===== src/rtl/fft_trigger_scanner.sv =====
// Scans a bin band of the trigger FFT output RAM for the largest |real| value
// and pulses trigger after a run of consecutive frames whose peak beats the threshold.
module fft_trigger_scanner #(
  parameter int         BIN_LO        = 2,
  parameter int         BIN_HI        = 20,
  parameter logic [9:0] THRESHOLD     = 10'd100,
  parameter int         HITS_REQUIRED = 3
) (
  input  logic              clk,
  input  logic              reset_b,
  input  logic              scan_enable,
  input  logic              frame_done,
  input  logic              ram_ready,
  input  logic signed [9:0] ram_data,
  output logic [5:0]        ram_addr,
  output logic              scan_busy,
  output logic              trigger,
  output logic [5:0]        peak_bin,
  output logic [9:0]        peak_mag
);

  localparam logic [5:0] LO   = 6'(BIN_LO);
  localparam logic [5:0] HI   = 6'(BIN_HI);
  localparam logic [3:0] HITS = 4'(HITS_REQUIRED);

  typedef enum logic [2:0] {
    IDLE,
    WAIT_RDY,
    READ,
    DRAIN,
    DECIDE
  } state_t;

  state_t      state;
  state_t      state_n;
  logic        rd_valid;
  logic [5:0]  rd_bin;
  logic [9:0]  run_mag;
  logic [5:0]  run_bin;
  logic [3:0]  hit_count;
  logic [9:0]  mag;
  logic        hit;
  logic        last;

  // -512 negates to itself in 10 bits, which reads back as unsigned 512
  assign mag       = ram_data[9] ? $unsigned(-ram_data)
                                 : $unsigned(ram_data);
  assign hit       = run_mag > THRESHOLD;
  assign last      = ram_addr == HI;
  assign scan_busy = state != IDLE;

  always_ff @(posedge clk) begin
    if (!reset_b) state <= IDLE;
    else          state <= state_n;
  end

  always_comb begin
    state_n = state;
    unique case (state)
      IDLE:     if (frame_done && scan_enable) state_n = WAIT_RDY;
      WAIT_RDY: if (ram_ready) state_n = READ;
      READ: begin
        if (!ram_ready) state_n = IDLE;
        else if (last)  state_n = DRAIN;
      end
      DRAIN:    state_n = ram_ready ? DECIDE : IDLE;
      DECIDE:   state_n = IDLE;
      default:  state_n = IDLE;
    endcase
  end

  always_ff @(posedge clk) begin
    if (!reset_b) begin
      ram_addr  <= '0;
      rd_valid  <= 1'b0;
      rd_bin    <= '0;
      run_mag   <= '0;
      run_bin   <= '0;
      hit_count <= '0;
      trigger   <= 1'b0;
      peak_bin  <= '0;
      peak_mag  <= '0;
    end else begin
      trigger  <= 1'b0;
      rd_valid <= (state == READ) && ram_ready;
      rd_bin   <= ram_addr;

      if (state == WAIT_RDY && ram_ready) begin
        ram_addr <= LO;
        run_mag  <= '0;
        run_bin  <= LO;
      end else if (state == READ && !last) begin
        ram_addr <= ram_addr + 6'd1;
      end

      // strict compare keeps the lowest bin on ties
      if (rd_valid && (state == READ || state == DRAIN)
          && mag > run_mag) begin
        run_mag <= mag;
        run_bin <= rd_bin;
      end

      if (state == DECIDE) begin
        peak_bin <= run_bin;
        peak_mag <= run_mag;
        if (scan_enable && hit) begin
          if (hit_count + 4'd1 == HITS) begin
            trigger   <= 1'b1;
            hit_count <= '0;
          end else begin
            hit_count <= hit_count + 4'd1;
          end
        end else begin
          hit_count <= '0;
        end
      end

      if (!scan_enable) hit_count <= '0;
    end
  end

endmodule


===== config.mk =====
export PLATFORM = sky130hd
export DESIGN_NAME = fft_trigger_scanner
export DESIGN_NICKNAME = d
export VERILOG_FILES = /design/src/rtl/fft_trigger_scanner.sv
export SDC_FILE = /design/constraint.sdc
export NUM_CORES = 1
export LEC_CHECK = 0
export BUFFER_PORTS_ARGS = -buffer_cell sky130_fd_sc_hd__buf_2
export CAP_MARGIN = 20
export CORE_MARGIN = 8
export CORE_UTILIZATION = 45
export CTS_CLUSTER_DIAMETER = 60
export DETAILED_ROUTE_END_ITERATION = 10
export PLACE_DENSITY = 0.65
export RECOVER_POWER = 50
export REMOVE_ABC_BUFFERS = 1
export SETUP_SLACK_MARGIN = 0.02
export SLEW_MARGIN = 20
export SYNTH_ARGS = -nofsm -noshare
export SYNTH_HDL_FRONTEND = slang
export SYNTH_SLANG_ARGS = --single-unit

===== constraint.sdc =====
create_clock -name clk -period 4.7 [get_ports clk]
set_input_delay 0.705 -clock clk [delete_from_list [all_inputs] [get_ports clk]]
set_output_delay 0.705 -clock clk [all_outputs]
set_load 0.1 [all_outputs]

==> reports/qor.yml, run 1 <==
routed_wl_um: 5220
antenna_found_initial: 0
fin_nets: 363
cts_repair_resize_count: 0
ant_nets: 0
n_antenna_cell: 0
yosysUniqueCellTypes: 39
crit_chain: "buf_2 -> inv_1 -> ha_1 -> or4b_4 -> o41ai_2 -> xnor2_1 -> ha_1 -> nand4_1 -> nor2_1 -> a21oi_1 -> a311oi_4 -> buf_4 -> mux2i_1"
cap_violations: 1
grt_pass1_wl_um: 8940
die_height_um: 92.3
io_pins: 39
drt-pass1-iter-count: 4
cts_setup_buffers: 0
route.detailed.drc: 0
cpMostUsedCell: "ha_1"
setup_violations: 0
critical_path.top_delay_family: "compound AO/OA/AOI/OAI gates"
wl_per_cell_um: 12.8
crit_fanout: 10
cts_tree: "done"
clock-sinks: 53
htreeDepth: 2
rows: 27
hpwl_um: 3860
synth-main-ff-cell: "dfxtp_1"
period_minus_slack_ps: 3360
netlist_instances: 302
finalHoldViolations: 0
arrival_ps: 3600
port_buffers: 38
outcome: "finished, violations left"
grt_pass1_vias: 1907
drt-initial-drc-count: 94
slew_headroom: -0.113
die-area_mm2: 0.00851
clk_path_buf_depth: 2
grt_max_degree: 47
synthesis.area_mm2: 0.00262
gp_congestion: 0.836
avgSynthCellArea_um2: 8.66
mostFrequentLayoutCell: "nand2_1"
yosysTopAreaCell: "dfxtp_1"
slew_viol_final: 47
most-common-layout-cells: "nand2_1 (77), dfxtp_1 (53), buf_2 (27)"
cp.buffers_inverters: 3
multiInputGateArea_mm2: 0.00142
cp-start-kind: "input port"
vias: 2036
rsz0062_at_grt: "false"
async_flop_share: 0
die_w_um: 92.3
insertion_delay_ps: 310
cts_buffers: 5
synth_top_area_frac: 0.406
clk_pin_slew_ps: 100
grt_overflow_total: 0
skew_ps: 10.1
grt_use_total: 0.128
n_fill_cell: 553
critPathKind: "input port to flip-flop"
p_leak_nw: 1.07
crit_path_max_incr_delay_ps: 510
worst_hold_path_type: "flip-flop to flip-flop"
worstPathRequired_ps: 4940
synth-seq-cells: 53
clock-root-buffer: "clkbuf_8"
syn_to_final_growth_pct: 11.8
hold_slack_ps: 442
synth.yosys.seq_area_share: 0.406
crit_path_end_kind: "flip-flop"
ys_warn_count: 0
synth_area_leaders: "dfxtp_1 (41%), nand2_1 (11%), ha_1 (7.2%)"
finalSetupTns_ps: 0
violations: "capacitance limit, slew limit"
fin_crit_sh: 0.715
cpMaxStageDelayCell: "a311oi_4"
tightest_slew_ps: 1670
ir_drop_mv: 0.194
synth-edff-count: 0
core_region_area_mm2: 0.00557
p_per_area_mw_per_mm2: 296
viasPerCell: 5.01
layout-drive-gt1-share: 0.126
fmax_ghz: 0.297
start_util: 0.469
seq_area_mm2: 0.00106
cts_hold_buffers: 0
[layout make-up]
type / instances / area share
Clock buffer: 6 / 0.0248
Tap cell: 72 / 0.0308
Multi-Input combinational cell: 218 / 0.485
Timing Repair Buffer: 39 / 0.0629
Clock inverter: 2 / 0.0133
Sequential cell: 53 / 0.363
Inverter: 16 / 0.0205
[metal layers]
metal | GRT usage | up-vias | routed length [um]
met5 | 0 | - | 0
met4 | 0.0523 | 0 | 77
met3 | 0.0407 | 6 | 272
met2 | 0.195 | 36 | 2300
met1 | 0.163 | 916 | 2570
li1 | - | 1078 | -
[cell usage after synthesis, types with 2 or more instances]
| master | instances |
|---|---|
| clkbuf_1 | 7 |
| inv_1 | 16 |
| o21ai_0 | 8 |
| dfxtp_1 | 53 |
| and2_1 | 8 |
| o31ai_1 | 4 |
| buf_2 | 6 |
| or3_1 | 2 |
| nand4_1 | 4 |
| a21o_1 | 2 |
| nand2_1 | 77 |
| xor2_1 | 6 |
| a21boi_0 | 17 |
| a21oi_1 | 6 |
| o41ai_2 | 2 |
| nor2_1 | 11 |
| ha_1 | 15 |
| mux2i_1 | 16 |
| nor3_1 | 7 |
| xnor2_1 | 9 |
| and3_1 | 3 |
| nand3_1 | 3 |
| nand2b_1 | 2 |
| nand3b_1 | 3 |
[power breakdown]
| part | switching [mW] | internal, mW |
|---|---|---|
| Combinational | 0.0600 | 0.0324 |
| Sequential | 0.00497 | 0.453 |
| Clock | 0.156 | 0.160 |
[kinds of logic after synthesis]
kind of cell	synth area share
buf+inv	0.0521
flops	0.406
simple gates	0.219
fa+ha+maj	0.0717
xor+xnor	0.0502
mux	0.0612
compound gates	0.140
[flip-flops by register name, indices dropped and copies added (netlist names)]
| signal | cells |
|---|---|
| rd_valid | 1 |
| rd_bin | 6 |
| ram_addr | 6 |
| trigger | 1 |
| peak_mag | 10 |
| peak_bin | 6 |
| run_bin | 6 |
| run_mag | 10 |
| hit_count | 4 |
| state | 3 |
[through the flow]
step / setup WS, ps / power (mW) / utilization / std cells / instance area (um2)
floorplan: 1270 / 0.532 / - / 287 / 2540
CTS: 1320 / 0.872 / 0.527 / 406 / 2940
global route: 1130 / 0.903 / 0.525 / 406 / 2930
global placement: 1100 / 0.560 / 0.507 / 398 / 2830
detailed placement: 980 / 0.561 / 0.507 / 398 / 2830
finish: 1340 / 0.866 / 0.525 / 406 / 2930
[worst min-delay path, cell delays in order (launching register included)]
cell and delay [ps]:
dfxtp_1 310, nand2_1 50, mux2i_1 60
[worst paths after layout]
kind / start / end / slack (ps) / cells past startpoint
min: rd_bin[0] / run_bin[0] / 440 / 2
max: ram_data[0] / run_mag[7] / 1340 / 13
min reg2reg: rd_bin[0] / run_bin[0] / 440 / 2
max reg2reg: run_mag[8] / run_mag[7] / 2460 / 8
Power figures use the tool's default switching activity.
==> run 2: changes to the inputs <==
==> constraint.sdc (replaced) <==
create_clock -name clk -period 3.3 [get_ports clk]
set_input_delay 0.495 -clock clk [delete_from_list [all_inputs] [get_ports clk]]
set_output_delay 0.495 -clock clk [all_outputs]
set_load 0.1 [all_outputs]
==> reports/qor.yml, run 2 (synthesis gave the netlist of run 1 again) <==
outcome: "finished clean"
fin_ws_ps: 425  # -913 ps
io_pins: 39  # unchanged
r2r_start: "run_mag[3]"
start_util: 0.469  # unchanged
clock-sinks: 53  # unchanged
clk_path_buf_depth: 2  # unchanged
rr_worst_depth: 8  # unchanged
cts_hold_buffers: 0  # unchanged
grt_use_total: 0.131  # +0.00250
antenna_found_initial: 0  # unchanged
cts_tree: "done"
layout-drive-gt1-share: 0.107  # -0.0183
htreeDepth: 2  # unchanged
setup_violations: 0  # unchanged
routed_wl_um: 5400  # +3.5%
grt_pass1_vias: 2011  # +5.5%
cp-start-kind: "input port"
p_leak_nw: 1.06  # -1.5%
p_per_area_mw_per_mm2: 438  # +48%
ant_nets: 0  # unchanged
syn_to_final_growth_pct: 13.0
arrival_ps: 3110  # -490 ps
die_height_um: 92.3  # unchanged
mostFrequentLayoutCell: "nand2_1"
finalHoldViolations: 0  # unchanged
port_buffers: 38  # unchanged
drt-initial-drc-count: 86  # -8.5%
viasPerCell: 5.05  # +0.64%
cap_violations: 0  # -1
period_minus_slack_ps: 2880
slew_headroom: 0.214  # +0.327
skew_ps: 4.18  # -5.90 ps
grt_max_degree: 25  # -47%
slew_viol_final: 0  # -100%
grt_overflow_total: 0  # unchanged
crit_path_end_kind: "flip-flop"
tightest_slew_ps: 1180  # -485 ps
fin_crit_sh: 0.871
crit_fanout: 16  # +6
vias: 2054  # +0.88%
worstHoldStart: "rd_bin[2]"
fin_nets: 364  # +0.28%
rows: 27  # unchanged
hold_slack_ps: 448  # +5.61 ps
route.detailed.drc: 0  # unchanged
post-place-ws_ps: 102  # -877 ps
clock-root-buffer: "clkbuf_8"
grt_pass1_wl_um: 9170  # +2.6%
core_region_area_mm2: 0.00557  # unchanged
n_antenna_cell: 0  # unchanged
drt-pass1-iter-count: 4  # unchanged
ir_drop_mv: 0.286  # +48%
n_fill_cell: 554  # +0.18%
cts_buffers: 5  # unchanged
worst_hold_path_type: "flip-flop to flip-flop"
hpwl_um: 3960  # +2.5%
die_w_um: 92.3  # unchanged
finalSetupTns_ps: 0  # unchanged
fmax_ghz: 0.348
r2r_setup_slack_ps: 1390  # -1070 ps
insertion_delay_ps: 300  # about the same
cts_setup_buffers: 0  # unchanged
reg2reg_to: "run_mag[4]"
worstPathRequired_ps: 3530  # -1410 ps
clk_pin_slew_ps: 90  # about the same
die-area_mm2: 0.00851  # unchanged
wl_per_cell_um: 13.3  # +3.2%
rsz0062_at_grt: "false"
top_regs: "peak_mag (10), run_mag (10)"
critPathKind: "input port to flip-flop"
gp_congestion: 0.793  # -5.1%
min_delay_path_depth: 2  # unchanged
most-common-layout-cells: "nand2_1 (77), dfxtp_1 (53), buf_2 (20)"
cts_repair_resize_count: 0  # unchanged
holdPathEnd: "run_bin[2]"
power_mw: 1.30  # +50%
==> run 2: worst max-delay path by stage <==
stage            endpoint  cells after the start   startpoint
6_report       run_mag[4]                     13  ram_data[0]
5_1_grt        run_bin[1]                     13  ram_data[0]
4_1_cts        run_bin[1]                     13  ram_data[0]
3_5_place_dp   run_bin[1]                     13  ram_data[0]
3_3_place_gp   run_mag[7]                     13  ram_data[0]
2_1_floorplan  run_bin[0]                     11  ram_data[0]
==> run 2: layer usage <==
metal	vias to the layer above	share of wire	global-route usage	wire length, um
met1	930	0.48	0.156	2600
met2	37	0.46	0.219	2510
met4	0	0.015	0.0523	81
li1	1079	-	-	-
met5	-	0	0	0
met3	8	0.039	0.0334	208
==> run 2: per-stage QoR <==
stage | std cells | area (um2) | util
after CTS | 407 | 2980 | 0.535
after global placement | 399 | 2850 | 0.511
after floorplan | 287 | 2540 | -
final | 407 | 2960 | 0.530
after global routing | 407 | 2960 | 0.530
after detailed placement | 399 | 2850 | 0.511
==> run 2: final cells by class <==
| type | instances | area [um2] | share of cell area |
|---|---|---|---|
| multi-input cells | 218 | 1420 | 0.480 |
| flip-flops and latches | 53 | 1060 | 0.359 |
| repair buffers | 40 | 191 | 0.0648 |
| well taps | 72 | 90.1 | 0.0305 |
| clock buffers | 5 | 68.8 | 0.0233 |
| clock inverters | 3 | 65.1 | 0.0220 |
| inverters | 16 | 60.1 | 0.0203 |
==> run 2: critical path: stages <==
cell      delay, ps
buf_2           120
inv_1            80
ha_1            160
or4b_4          470
o41ai_2         250
xnor2_1         140
ha_1            300
nand4_1         110
nor2_1          150
a21oi_1         110
a311oi_4        300
buf_12          210
mux2i_1         190
==> run 2: where the power goes <==
part           switching, mW  internal, mW  leakage [nW]
clock                  0.210         0.301        0.0681
sequential           0.00714         0.644         0.427
combinational         0.0874        0.0460         0.560
==> run 3: changes to the inputs <==
--- a/config.mk
+++ b/config.mk
@@ -7,6 +7,7 @@
 export LEC_CHECK = 0
 export BUFFER_PORTS_ARGS = -buffer_cell sky130_fd_sc_hd__buf_2
 export CAP_MARGIN = 20
+export CORE_ASPECT_RATIO = 0.5
 export CORE_MARGIN = 8
 export CORE_UTILIZATION = 45
 export CTS_CLUSTER_DIAMETER = 60
==> reports/qor.yml, run 3 (synthesis gave the netlist of run 1 again) <==
placed_cell_area_mm2: 0.00285  # about the same
wl_per_cell_um: 13.3  # +0.61%
ir_drop_mv: 0.237  # -17%
crit_path_end_kind: "flip-flop"
port_buffers: 38  # unchanged
most-common-layout-cells: "nand2_1 (77), dfxtp_1 (53), clkbuf_1 (21)"
vias: 2059  # +0.24%
worst_hold_path_type: "flip-flop to flip-flop"
core_region_area_mm2: 0.00554  # -0.63%
slew_viol_final: 47  # +47
route.detailed.drc: 0  # unchanged
cp-start-kind: "input port"
io_pins: 39  # unchanged
hold_slack_ps: 454  # +6.40 ps
die_w_um: 124  # +34%
fin_crit_sh: 0.883  # +0.0121
cts_tree: "done"
clock-root-buffer: "clkbuf_16"
top_regs: "peak_mag (10), run_mag (10)"
cts_hold_buffers: 0  # unchanged
slew_headroom: -0.137  # -0.351
syn_to_final_growth_pct: 13.4
finalHoldViolations: 0  # unchanged
clk_pin_slew_ps: 70  # -20 ps
insertion_delay_ps: 290  # about the same
layout-drive-gt1-share: 0.101  # -0.00597
p_per_area_mw_per_mm2: 436  # -0.54%
fmax_ghz: 0.343  # -1.4%
die_height_um: 69.9  # -24%
rsz0062_at_grt: "false"
skew_ps: 7.67  # +3.49 ps
rows: 19  # -30%
grt_pass1_vias: 2023  # +0.60%
outcome: "finished, violations left"
clk_path_buf_depth: 2  # unchanged
power_mw: 1.29  # -0.16%
drt-pass1-iter-count: 4  # unchanged
mostFrequentLayoutCell: "nand2_1"
crit_fanout: 16  # unchanged
grt_use_total: 0.130  # -0.000361
drt-initial-drc-count: 107  # +24%
place_inst: 400  # +0.25%
arrival_ps: 3120  # about the same
violations: "capacitance limit, slew limit"
fin_util: 0.536  # +0.00539
ant_nets: 0  # unchanged
cts_setup_buffers: 0  # unchanged
grt_overflow_total: 0  # unchanged
hpwl_um: 3920  # -0.93%
grt_max_degree: 47  # +88%
critPathKind: "input port to flip-flop"
final-instance-count-excl-fill: 408  # +0.25%
fin_nets: 364  # unchanged
viasPerCell: 5.05  # about the same
fin_ws_ps: 385  # -40.1 ps
p_leak_nw: 1.05  # -0.23%
period_minus_slack_ps: 2920  # +40.1 ps
n_antenna_cell: 0  # unchanged
routed_wl_um: 5440  # +0.85%
finalSetupTns_ps: 0  # unchanged
grt_pass1_wl_um: 9300  # +1.4%
antenna_found_initial: 0  # unchanged
post-place-ws_ps: 81.5  # -20.6 ps
cts_repair_resize_count: 0  # unchanged
cts_buffers: 5  # unchanged
gp_congestion: 0.835  # +5.2%
fin_area_mm2: 0.00297  # +0.38%
tightest_slew_ps: 1710  # +522 ps
die-area_mm2: 0.00866  # +1.7%
htreeDepth: 2  # unchanged
worstPathRequired_ps: 3510  # -20 ps
setup_violations: 0  # unchanged
start_util: 0.472  # +0.00297
cap_violations: 1  # +1
clock-sinks: 53  # unchanged
## run 3: changes by cell type in the layout (fill, tap and decap cells not counted)
cell	delta
clkbuf_8	-5
clkbuf_16	+5
clkbuf_1	+2
buf_4	+1
inv_6	+1
buf_2	-2
bufinv_16	-2
## run 3: path summary, 6_finish.rpt
kind,from,to,slack (ps),cells after the start
setup reg to reg,run_mag[9],run_mag[5],1390,8
hold / removal,rd_bin[0],run_bin[0],450,2
hold reg to reg,rd_bin[0],run_bin[0],450,2
setup / recovery,ram_data[0],run_mag[5],380,13
## run 3: layout make-up
cell class,instances,area [um2]
inverters,16,60.1
clock inverters,2,13.8
well taps,73,91.3
multi-input cells,218,1420
flip-flops and latches,53,1060
clock buffers,6,129
repair buffers,40,193
fillers,535,2570
## run 3: power breakdown
| group | internal [mW] | total (mW) | switching [mW] |
|---|---|---|---|
| Combinational | 0.0460 | 0.136 | 0.0898 |
| Sequential | 0.645 | 0.652 | 0.00740 |
| Clock | 0.283 | 0.506 | 0.223 |
| Total | 0.974 | 1.29 | 0.320 |
## run 3: routing by layer
layer  share of wire  vias up  track usage  wire [um]
li1                -     1070            -          -
met1            0.51      958        0.180       2760
met2            0.43       29        0.196       2360
met3           0.053        2       0.0345        288
met4          0.0050        0       0.0318         27
met5               0        -            0          0
## run 3: worst max-delay path, stage by stage
cell	delay, ps
buf_2	120
inv_1	80
ha_1	170
or4b_4	480
o41ai_2	240
xnor2_1	140
ha_1	300
nand4_1	110
nor2_1	140
a21oi_1	110
a311oi_4	310
buf_12	210
mux2i_1	210
